--- src/rtl/mem_pkg.sv ---
`default_nettype none
// ---------------------------------------------------------------------------
// mem_pkg : shared size/state encodings and memory geometry for mem_lsu
// Revision: 1.0
// ---------------------------------------------------------------------------
package mem_pkg;

  localparam int MEM_DEPTH_LOG2 = 8;

  typedef enum logic [1:0] {
    SZ_B = 2'd0,
    SZ_H = 2'd1,
    SZ_W = 2'd2,
    SZ_D = 2'd3
  } size_e;

  typedef enum logic [1:0] {
    IDLE   = 2'd0,
    ACCESS = 2'd1,
    WRITE  = 2'd2,
    RESP   = 2'd3
  } state_e;

endpackage
`default_nettype wire

--- src/rtl/mem_lsu_if.sv ---
`default_nettype none
// ---------------------------------------------------------------------------
// mem_lsu_if : request/response channel plus data-memory port of mem_lsu
// Revision: 1.0
// ---------------------------------------------------------------------------
interface mem_lsu_if;

  logic        req_valid;
  logic        req_ready;
  logic        req_store;
  logic [1:0]  req_size;
  logic        req_unsigned;
  logic [63:0] req_addr;
  logic [63:0] req_wdata;
  logic        resp_valid;
  logic        resp_ready;
  logic [63:0] resp_rdata;
  logic        resp_err;
  logic [63:0] mem_addr;
  logic [63:0] mem_wdata;
  logic        mem_we;
  logic [63:0] mem_rdata;

  // LSU side
  modport slave (
    input  req_valid, req_store, req_size, req_unsigned, req_addr, req_wdata,
    input  resp_ready, mem_rdata,
    output req_ready, resp_valid, resp_rdata, resp_err,
    output mem_addr, mem_wdata, mem_we
  );

  // Datapath and memory side
  modport master (
    output req_valid, req_store, req_size, req_unsigned, req_addr, req_wdata,
    output resp_ready, mem_rdata,
    input  req_ready, resp_valid, resp_rdata, resp_err,
    input  mem_addr, mem_wdata, mem_we
  );

endinterface
`default_nettype wire

--- src/rtl/lsu_lane.sv ---
`default_nettype none
// ---------------------------------------------------------------------------
// lsu_lane : byte-lane extract/extend for loads and byte-lane merge for stores
// Revision: 1.0
// ---------------------------------------------------------------------------
module lsu_lane
  import mem_pkg::*;
(
  input  logic [2:0]  i_offset,
  input  size_e       i_size,
  input  logic        i_unsigned,
  input  logic [63:0] i_rdata,
  input  logic [63:0] i_base,
  input  logic [63:0] i_wdata,
  output logic [63:0] o_load,
  output logic [63:0] o_merged
);

  logic [63:0] w_shifted;
  logic [63:0] w_wshift;
  logic [63:0] w_bitmask;
  logic [7:0]  w_size_mask;
  logic [7:0]  w_bytemask;

  assign w_shifted = i_rdata >> {i_offset, 3'b000};
  assign w_wshift  = i_wdata << {i_offset, 3'b000};

  always_comb begin
    o_load = w_shifted;
    case (i_size)
      SZ_B:    o_load = {{56{~i_unsigned & w_shifted[7]}},  w_shifted[7:0]};
      SZ_H:    o_load = {{48{~i_unsigned & w_shifted[15]}}, w_shifted[15:0]};
      SZ_W:    o_load = {{32{~i_unsigned & w_shifted[31]}}, w_shifted[31:0]};
      default: o_load = w_shifted;
    endcase
  end

  // Offsets are already aligned to the size, so the shifted mask never wraps.
  always_comb begin
    w_size_mask = 8'hFF;
    case (i_size)
      SZ_B:    w_size_mask = 8'h01;
      SZ_H:    w_size_mask = 8'h03;
      SZ_W:    w_size_mask = 8'h0F;
      default: w_size_mask = 8'hFF;
    endcase
    w_bytemask = w_size_mask << i_offset;
    w_bitmask  = '0;
    for (int b = 0; b < 8; b++) begin
      w_bitmask[8*b +: 8] = {8{w_bytemask[b]}};
    end
  end

  assign o_merged = (i_base & ~w_bitmask) | (w_wshift & w_bitmask);

endmodule
`default_nettype wire

--- src/rtl/mem_lsu.sv ---
`default_nettype none
// ---------------------------------------------------------------------------
// mem_lsu : byte-addressed load/store initiator for a doubleword-indexed RAM
// Revision: 1.0
// ---------------------------------------------------------------------------
module mem_lsu
  import mem_pkg::*;
#(
  parameter int DEPTH_LOG2 = MEM_DEPTH_LOG2,
  parameter int XLEN       = 64
) (
  input  logic      clock,
  input  logic      reset,
  mem_lsu_if.slave  bus,
  output logic      busy
);

  state_e                r_state;
  state_e                w_next;
  logic [DEPTH_LOG2-1:0] r_index;
  logic [2:0]            r_offset;
  size_e                 r_size;
  logic                  r_store;
  logic                  r_unsigned;
  logic                  r_err;
  logic [XLEN-1:0]       r_wdata;
  logic [XLEN-1:0]       r_merge;
  logic [XLEN-1:0]       r_rdata;

  size_e                 w_req_size;
  logic                  w_misalign;
  logic                  w_range_err;
  logic                  w_err;
  logic                  w_accept;
  logic [XLEN-1:0]       w_load;
  logic [XLEN-1:0]       w_merged;
  logic [XLEN-1:0]       w_index_ext;

  logic                  w_req_ready;
  logic                  w_resp_valid;
  logic [XLEN-1:0]       w_resp_rdata;
  logic                  w_resp_err;
  logic [XLEN-1:0]       w_mem_addr;
  logic [XLEN-1:0]       w_mem_wdata;
  logic                  w_mem_we;

  assign w_req_size = size_e'(bus.req_size);

  always_comb begin
    w_misalign = 1'b0;
    case (w_req_size)
      SZ_B:    w_misalign = 1'b0;
      SZ_H:    w_misalign = bus.req_addr[0];
      SZ_W:    w_misalign = |bus.req_addr[1:0];
      default: w_misalign = |bus.req_addr[2:0];
    endcase
  end

  assign w_range_err = |bus.req_addr[XLEN-1:DEPTH_LOG2+3];
  assign w_err       = w_misalign | w_range_err;
  assign w_accept    = bus.req_valid && (r_state == IDLE);
  assign w_index_ext = {{(XLEN-DEPTH_LOG2){1'b0}}, r_index};

  // Load extract reads the live port; merge works on the captured old entry.
  lsu_lane u_lane (
    .i_offset   (r_offset),
    .i_size     (r_size),
    .i_unsigned (r_unsigned),
    .i_rdata    (bus.mem_rdata),
    .i_base     (r_merge),
    .i_wdata    (r_wdata),
    .o_load     (w_load),
    .o_merged   (w_merged)
  );

  always_ff @(posedge clock or posedge reset) begin
    if (reset) begin
      r_state    <= IDLE;
      r_index    <= '0;
      r_offset   <= '0;
      r_size     <= SZ_B;
      r_store    <= 1'b0;
      r_unsigned <= 1'b0;
      r_err      <= 1'b0;
      r_wdata    <= '0;
      r_merge    <= '0;
      r_rdata    <= '0;
    end else begin
      r_state <= w_next;
      if (w_accept) begin
        r_index    <= bus.req_addr[DEPTH_LOG2+2:3];
        r_offset   <= bus.req_addr[2:0];
        r_size     <= w_req_size;
        r_store    <= bus.req_store;
        r_unsigned <= bus.req_unsigned;
        r_wdata    <= bus.req_wdata;
        r_err      <= w_err;
        r_rdata    <= '0;
      end
      if (r_state == ACCESS) begin
        if (!r_store) r_rdata <= w_load;
        else          r_merge <= bus.mem_rdata;
      end
    end
  end

  always_comb begin
    w_next       = r_state;
    w_req_ready  = 1'b0;
    w_resp_valid = 1'b0;
    w_resp_rdata = '0;
    w_resp_err   = 1'b0;
    w_mem_addr   = '0;
    w_mem_wdata  = '0;
    w_mem_we     = 1'b0;
    case (r_state)
      IDLE: begin
        w_req_ready = 1'b1;
        if (bus.req_valid) w_next = w_err ? RESP : ACCESS;
      end
      ACCESS: begin
        w_mem_addr = w_index_ext;
        if (r_store && (r_size == SZ_D)) begin
          w_mem_we    = 1'b1;
          w_mem_wdata = r_wdata;
          w_next      = RESP;
        end else if (r_store) begin
          w_next = WRITE;
        end else begin
          w_next = RESP;
        end
      end
      WRITE: begin
        w_mem_addr  = w_index_ext;
        w_mem_we    = 1'b1;
        w_mem_wdata = w_merged;
        w_next      = RESP;
      end
      RESP: begin
        w_resp_valid = 1'b1;
        w_resp_rdata = r_rdata;
        w_resp_err   = r_err;
        if (bus.resp_ready) w_next = IDLE;
      end
      default: w_next = IDLE;
    endcase
  end

  assign bus.req_ready  = w_req_ready;
  assign bus.resp_valid = w_resp_valid;
  assign bus.resp_rdata = w_resp_rdata;
  assign bus.resp_err   = w_resp_err;
  assign bus.mem_addr   = w_mem_addr;
  assign bus.mem_wdata  = w_mem_wdata;
  assign bus.mem_we     = w_mem_we;
  assign busy           = (r_state != IDLE);

endmodule
`default_nettype wire

--- src/flat_wrapper.sv ---
// flat-port wrapper written by rule: the top's interface ports become plain ports
module mem_lsu_flat import mem_pkg::*;
#(
  parameter int DEPTH_LOG2 = MEM_DEPTH_LOG2,
  parameter int XLEN       = 64
)
  (clock, reset, busy, bus_req_valid, bus_req_store, bus_req_size, bus_req_unsigned, bus_req_addr, bus_req_wdata, bus_resp_ready, bus_mem_rdata, bus_req_ready, bus_resp_valid, bus_resp_rdata, bus_resp_err, bus_mem_addr, bus_mem_wdata, bus_mem_we);
  mem_lsu_if bus_i ();
  input  logic clock;
  input  logic reset;
  output logic busy;
  input wire logic [$bits(bus_i.req_valid)-1:0] bus_req_valid;
  input wire logic [$bits(bus_i.req_store)-1:0] bus_req_store;
  input wire logic [$bits(bus_i.req_size)-1:0] bus_req_size;
  input wire logic [$bits(bus_i.req_unsigned)-1:0] bus_req_unsigned;
  input wire logic [$bits(bus_i.req_addr)-1:0] bus_req_addr;
  input wire logic [$bits(bus_i.req_wdata)-1:0] bus_req_wdata;
  input wire logic [$bits(bus_i.resp_ready)-1:0] bus_resp_ready;
  input wire logic [$bits(bus_i.mem_rdata)-1:0] bus_mem_rdata;
  output wire logic [$bits(bus_i.req_ready)-1:0] bus_req_ready;
  output wire logic [$bits(bus_i.resp_valid)-1:0] bus_resp_valid;
  output wire logic [$bits(bus_i.resp_rdata)-1:0] bus_resp_rdata;
  output wire logic [$bits(bus_i.resp_err)-1:0] bus_resp_err;
  output wire logic [$bits(bus_i.mem_addr)-1:0] bus_mem_addr;
  output wire logic [$bits(bus_i.mem_wdata)-1:0] bus_mem_wdata;
  output wire logic [$bits(bus_i.mem_we)-1:0] bus_mem_we;
  assign bus_i.req_valid = bus_req_valid;
  assign bus_i.req_store = bus_req_store;
  assign bus_i.req_size = bus_req_size;
  assign bus_i.req_unsigned = bus_req_unsigned;
  assign bus_i.req_addr = bus_req_addr;
  assign bus_i.req_wdata = bus_req_wdata;
  assign bus_i.resp_ready = bus_resp_ready;
  assign bus_i.mem_rdata = bus_mem_rdata;
  assign bus_req_ready = bus_i.req_ready;
  assign bus_resp_valid = bus_i.resp_valid;
  assign bus_resp_rdata = bus_i.resp_rdata;
  assign bus_resp_err = bus_i.resp_err;
  assign bus_mem_addr = bus_i.mem_addr;
  assign bus_mem_wdata = bus_i.mem_wdata;
  assign bus_mem_we = bus_i.mem_we;
  mem_lsu #(.DEPTH_LOG2(DEPTH_LOG2), .XLEN(XLEN)) u_core (.clock(clock), .reset(reset), .bus(bus_i), .busy(busy));
endmodule
--- config.mk ---
export PLATFORM = sky130hd
export DESIGN_NAME = mem_lsu_flat
export DESIGN_NICKNAME = d
export VERILOG_FILES = /design/src/rtl/mem_pkg.sv /design/src/rtl/mem_lsu_if.sv /design/src/rtl/lsu_lane.sv /design/src/rtl/mem_lsu.sv /design/src/flat_wrapper.sv
export SDC_FILE = /design/constraint.sdc
export NUM_CORES = 1
export LEC_CHECK = 0
export CORE_UTILIZATION = 45
export DETAILED_ROUTE_END_ITERATION = 12
export GPL_TIMING_DRIVEN = 0
export PLACE_DENSITY = 0.79
export SYNTH_ARGS = -nofsm -noshare
export SYNTH_HDL_FRONTEND = slang
export SYNTH_SLANG_ARGS = --single-unit
--- constraint.sdc ---
create_clock -name clock -period 6.95 [get_ports clock]
set_input_delay 1.7375 -clock clock [delete_from_list [all_inputs] [get_ports clock]]
set_output_delay 1.7375 -clock clock [all_outputs]
set_load 0.02 [all_outputs]
==> impl_metrics.tcl, run 1 <==
set metrics [dict create \
    drt_iter0_markers 1246 \
    routed-via-count 13300 \
    fin_area_mm2 0.0193 \
    cpPeakStageDelay_ns 0.70 \
    path_clk_slew_ns 0.06 \
    critical_path_peak_fanout 10 \
    cp_top_family "buffers and inverters" \
    place_area_mm2 0.0185 \
    grt_usage_pct 35.2 \
    cts_sinks 210 \
    ys_seq_area_share_pct 36.8 \
    port_buffers 340 \
    cts_inserted_buffers 24 \
    mappedNetlistArea_mm2 0.0143 \
    fp.dieH_um 180 \
    drv_cap 1 \
    grt_max_degree 45 \
    syn_inst 1379 \
    cp_slowest_cell "clkdlybuf4s50_1" \
    antenna_found_initial 1 \
    clock-skew-final_ns 0.0102 \
    worstPathRequired_ns 5.21 \
    p_leak_nw 7.75 \
    cp_cell_sequence "buf_2 -> nand2_1 -> nor2_1 -> and2_1 -> buf_2 -> clkbuf_1 -> nand2_1 -> o21ai_0 -> clkdlybuf4s50_1" \
    hold_viol 0 \
    synth_area_per_cell_um2 10.3 \
    ys_async_sr_fraction_pct 100 \
    io_pins 397 \
    start_util_pct 46.2 \
    row_count 64 \
    yosysWarnings 0 \
    ctsResizeCount 0 \
    wl_um 57900 \
    violations "max-capacitance violations, max-slew violations" \
    hp-start "u_core.r_rdata[6]" \
    grt_setup_unrepaired "no" \
    clk_path_buf_depth 3 \
    min-delay-path-class "flip-flop to flip-flop" \
    layout-area-overhead-vs-synth_pct 35.0 \
    grt_pass1_wl_um 84900 \
    ir_worst_vdd_uv 291 \
    vias_per_cell 5.98 \
    fin_tns_setup_ns 0 \
    die_width_um 180 \
    wl_per_cell_um 26.1 \
    ys_types 65 \
    design.die.area_mm2 0.0324 \
    setup_viol 0 \
    drcViolationCount 0 \
    synth-seq-cells 210 \
    gp_routability_congestion 1.02 \
    cp.arrival_ns 3.88 \
    clock_latency_ns 0.53 \
    ant_nets 0 \
    synth_edf_count 0 \
    dr.pass1.iters 5 \
    grt_pass1_vias 13200 \
    cp_num_buf_inv 4 \
    finalCritPeriodShare_pct 80.8 \
    fillers 2586 \
    cts_setup_buffers 0 \
    final.min_clock_period_ns 5.61 \
    overflow 0 \
    slew_headroom_pct -0.134 \
    htree_levels 1 \
    p_total_mw 9.98 \
    drive_above_1_share_pct 22.5 \
    cp-start-kind "flip-flop" \
    dp_hpwl_um 46500 \
    status "complete, but fails checks" \
    synth-main-ff-cell "dfrtp_1" \
    crit_path_start "u_core.r_size[0]" \
    worstMarginPinSlew_ns 1.49 \
    critPathCaptureType "output port" \
    p_per_area_mw_per_mm2 518 \
    cts-root-buf "clkbuf_16" \
    hold_ws_ns 0.478 \
    crit_type "flip-flop to output port" \
    cts_hold_buffers 0 \
    timing.fmax_mhz 178 \
    cts_tree "done" \
    drv_slew 1 \
    worstReg2RegStart "u_core.r_state[0]" \
    nets 2009 \
    coreArea_mm2 0.0309 \
]
==> final timing paths <==
path	to	slack, ns	cells past startpoint
max in group asynchronous	u_core.r_wdata[20]	4.29	5
worst max register to register	u_core.r_offset[2]	3.92	6
worst max-delay path	bus_mem_wdata[20]	1.34	9
worst min-delay path	u_core.r_rdata[6]	0.48	2
worst min register to register	u_core.r_rdata[6]	0.48	2
min in group asynchronous	u_core.r_rdata[61]	1.58	2
==> sequential cells by signal (all words and copies together) (netlist names) <==
register	flops
u_core.r_merge	64
u_core.r_rdata	64
u_core.r_state	2
u_core.r_store	1
u_core.r_wdata	64
u_core.r_offset	3
u_core.r_index	8
u_core.r_unsigned	1
u_core.r_size	2
u_core.r_err	1
==> logic make-up (layout without fill, tap and decap cells) <==
kind of cell    Yosys count  in the layout  share of synthesized area [%]
flops                   210            210                           36.8
mux                     313            313                           27.5
simple gates            334            334                           11.9
fa+ha+maj                 4              4                          0.351
other cells               1             57                         0.0263
compound gates          339            339                           15.9
buf+inv                 178            565                           7.46
==> cells in the mapped netlist (9+ instances only) <==
library cell	instances	area, um^2
nor4_1	14	87.6
o21ai_1	9	45.0
a21oi_2	37	324
dfrtp_1	210	5260
buf_2	22	110
or3_1	9	56.3
mux4_2	46	1040
o21ai_0	68	340
a21oi_1	89	445
nand2_1	128	480
clkbuf_1	63	236
nand3_1	16	80.1
and2_1	75	469
o22a_1	9	78.8
nor2_1	27	101
a21o_1	11	82.6
mux2i_1	100	1000
o211ai_1	13	97.6
nor3_1	13	65.1
buf_4	66	495
buf_6	16	180
mux2_2	167	1880
a211oi_1	17	128
nor2b_1	28	175
a22oi_1	20	150
a21boi_0	21	158
inv_1	9	33.8
==> cells in the final DEF, fill, tap and decap left out, types with 27 or more instances in the layout <==
cell and count:
nor2_1 27, nor2b_1 28, o21ai_0 68, buf_4 66
mux2i_1 100, clkbuf_1 71, mux4_2 46, mux2_2 167
clkdlybuf4s50_1 340, nand2_1 128, and2_1 75, a21oi_2 37
conb_1 56, a21oi_1 89, dfrtp_1 210
==> tightest hold or removal path: stages (launching register included) <==
cell	delay, ns
dfrtp_1	0.34
nand2_1	0.04
o21ai_0	0.06
==> metrics by stage <==
stage / cells / utilization [%] / setup slack, ns
6_report: 2218 / 62.3 / 1.34
3_3_place_gp: 2170 / 59.4 / 0.997
2_1_floorplan: 1434 / - / 2.48
5_1_grt: 2218 / 62.3 / 1.20
4_1_cts: 2217 / 62.3 / 1.42
3_5_place_dp: 2175 / 59.8 / 2.00
==> cell type report <==
type                    count  area [um^2]  share of cell area [%]
well taps                 396          495                    2.57
diodes                      1         2.50                  0.0130
flip-flops and latches    210         5260                    27.3
clock inverters             6         90.1                   0.468
clock buffers              36          697                    3.62
multi-input cells        1046         8150                    42.3
plain buffers             169         1030                    5.35
inverters                   9         37.5                   0.195
repair buffers            345         3500                    18.2
==> per-layer routing <==
metal  part of all wire [%]  GRT usage, %  vias to the layer above
met5                      0             0                        -
met4                    4.8          15.0                        0
met3                     10          7.28                      158
met2                     45          55.2                      873
met1                     40          47.3                     6480
li1                       -             -                     5752
==> report_power, final <==
group	switching [mW]	leakage, nW	internal [mW]
Combinational	3.34	4.87	2.79
Clock	0.516	0.380	0.765
Sequential	0.719	2.50	1.85
Total	4.57	7.75	5.41
Power figures use the tool's default switching activity.
==> run 2: changes to the inputs <==
==> constraint.sdc (replaced) <==
create_clock -name clock -period 4.8 [get_ports clock]
set_input_delay 1.2 -clock clock [delete_from_list [all_inputs] [get_ports clock]]
set_output_delay 1.2 -clock clock [all_outputs]
set_load 0.02 [all_outputs]
==> run 2 against run 1 <==
  * The run still ends with max-capacitance violations, max-slew violations left
  * Clock-buffer cell count stayed put
  * Clock power is 45% higher
  * Design area is 0.18% higher
  * Combinational power is 46% higher
  * Non-clock buffer count stayed put
  * Flip-flop and latch count stayed put
  * First-iteration DRC count is 12% higher
  * Global-route usage hardly changed
  * Critical path depth stayed put
  * Power is 45% higher
  * Register-to-register slack worse by 2.1 ns
  * Setup slack worse by 1.3 ns
==> impl_metrics.tcl, run 2 (same netlist as run 1, synthesis figures left out) <==
set metrics [dict create \
    cts_sinks 210 \
    start_util_pct 46.2 \
    fin_tns_setup_ns 0 \
    hp-start "u_core.r_rdata[6]" \
    cts_inserted_buffers 24 \
    min_to "u_core.r_rdata[6]" \
    fin_ws_ns 0.0291 \
    layout_commonest_cell "clkdlybuf4s50_1" \
    cpPeakStageDelay_ns 0.68 \
    grt_pass1_vias 13200 \
    path_clk_slew_ns 0.06 \
    worstReg2RegStart "u_core.r_state[0]" \
    setup_viol 0 \
    cts_tree "done" \
    fin_area_mm2 0.0193 \
    p_per_area_mw_per_mm2 751 \
    wl_per_cell_um 26.2 \
    fp.dieH_um 180 \
    hold_viol 0 \
    met1_usage_pct 47.3 \
    die_width_um 180 \
    drv_cap 1 \
    nets 2009 \
    dp_hpwl_um 46500 \
    cp_cell_sequence "buf_6 -> buf_6 -> buf_6 -> a221oi_4 -> buf_4 -> o21ai_0 -> a21o_1 -> a21boi_0 -> clkdlybuf4s50_1" \
    seq_power_share_pct 25.7 \
    grtUsageMet3_pct 7.26 \
    routed-via-count 13300 \
    design.die.area_mm2 0.0324 \
    holdPathStages 2 \
    internal_power_mw 7.85 \
    swShare_pct 45.8 \
    io_pins 397 \
    worstPathRequired_ns 3.60 \
    drcViolationCount 0 \
    vias_per_cell 5.99 \
    cp-start-kind "flip-flop" \
    ir_worst_vdd_uv 420 \
    status "complete, but fails checks" \
    grt_pass1_wl_um 84900 \
    p_leak_nw 7.78 \
    grt_max_degree 45 \
    clk_path_buf_depth 3 \
    grt_busiest_layer "met2" \
    min-delay-path-class "flip-flop to flip-flop" \
    cts_setup_buffers 0 \
    crit_type "flip-flop to output port" \
    violations "max-capacitance violations, max-slew violations" \
    critPathMostFrequentCell "buf_6" \
    coreArea_mm2 0.0309 \
    reg2regPathDepth 6 \
    timing.rr.end "u_core.r_offset[2]" \
    post-place-ws_ns 0.392 \
    htree_levels 1 \
    wl_um 58100 \
    cp_slowest_cell "clkdlybuf4s50_1" \
    reg_top3 "u_core.r_merge x64, u_core.r_rdata x64, u_core.r_wdata x64" \
    cts-root-buf "clkbuf_16" \
    clkPwrFrac_pct 12.8 \
    layout-area-overhead-vs-synth_pct 35.3 \
    timing.fmax_mhz 210 \
    row_count 64 \
    rrSetupSlack_ns 1.78 \
    cp.arrival_ns 3.57 \
    antenna_found_initial 1 \
    critical_path_peak_fanout 10 \
    drt_iter0_markers 1390 \
    overflow 0 \
    slew_headroom_pct -0.720 \
    port_buffers 340 \
    worstMarginPinSlew_ns 1.50 \
    p_total_mw 14.5 \
    gp_routability_congestion 1.02 \
    clock_latency_ns 0.53 \
    grt_usage_pct 35.2 \
    dr.pass1.iters 5 \
    final.min_clock_period_ns 4.77 \
    place_area_mm2 0.0185 \
    most-common-layout-cells "clkdlybuf4s50_1 (340), dfrtp_1 (210), mux2_2 (167)" \
    clock-skew-final_ns 0.0101 \
    critPathCaptureType "output port" \
    ant_nets 0 \
    cts_hold_buffers 0 \
    finalCritPeriodShare_pct 99.4 \
    drive_above_1_share_pct 22.8 \
    met2_usage_pct 55.1 \
    combPwrFrac_pct 61.6 \
    drv_slew 1 \
    p_sw_mw 6.65 \
]
[run 2: power groups by stage]
stage                     clock network, mW  registers, mW  logic (mW)
after floorplan                           0           3.15        5.93
after global placement                    0           3.64        8.57
after detailed placement                  0           3.67        8.69
after CTS                              1.86           3.65        8.75
after global routing                   1.92           3.77        9.41
final                                  1.85           3.72        8.93
[run 2: worst max path at each step]
stage	cells after the start	start	end	slack [ns]
finish	9	u_core.r_offset[1]	bus_mem_wdata[42]	0.03
floorplan	1	reset	u_core.r_err	0.87
detailed placement	9	u_core.r_size[0]	bus_mem_wdata[20]	0.39
CTS	9	u_core.r_offset[1]	bus_mem_wdata[10]	0.02
global placement	2	reset	u_core.r_index[7]	-0.62
global route	8	u_core.r_size[1]	bus_mem_wdata[42]	-0.007
[run 2: metrics by stage]
| stage | std cells | util [%] | hold WS [ns] |
|---|---|---|---|
| floorplan | 1434 | - | 0.442 |
| global placement | 2170 | 59.4 | 0.457 |
| detailed placement | 2175 | 59.8 | 0.466 |
| CTS | 2217 | 62.4 | 0.480 |
| global route | 2218 | 62.4 | 0.501 |
| finish | 2218 | 62.4 | 0.478 |
[run 2: final cells by class]
| class | instances | area, um^2 |
|---|---|---|
| clock inverters | 6 | 90.1 |
| plain buffers | 169 | 1040 |
| repair buffers | 345 | 3500 |
| fillers | 2582 | 11600 |
| diodes | 1 | 2.50 |
| flip-flops and latches | 210 | 5260 |
| clock buffers | 36 | 697 |
| inverters | 9 | 37.5 |
| well taps | 396 | 495 |
| multi-input cells | 1046 | 8180 |
[run 2: worst max-delay path: cells and delay by family, from the launching register on]
family / cells / cell delay (ns)
buffers and inverters: 5 / 1.44
AOI/OAI and AO/OA: 4 / 1.21
DFF: 1 / 0.39
[run 2: timing repair]
action                                  in CTS  in global routing
gates resized for setup                      3                 11
cloned                                       0                  0
endpoints found under the setup margin      12                 12
endpoints found under the hold margin        0                  0
[run 2: metal layers]
| metal | share of wire, % | vias up |
|---|---|---|
| met5 | 0 | - |
| met4 | 5.1 | 0 |
| met1 | 40 | 6493 |
| met3 | 10 | 179 |
| li1 | - | 5749 |
| met2 | 44 | 872 |
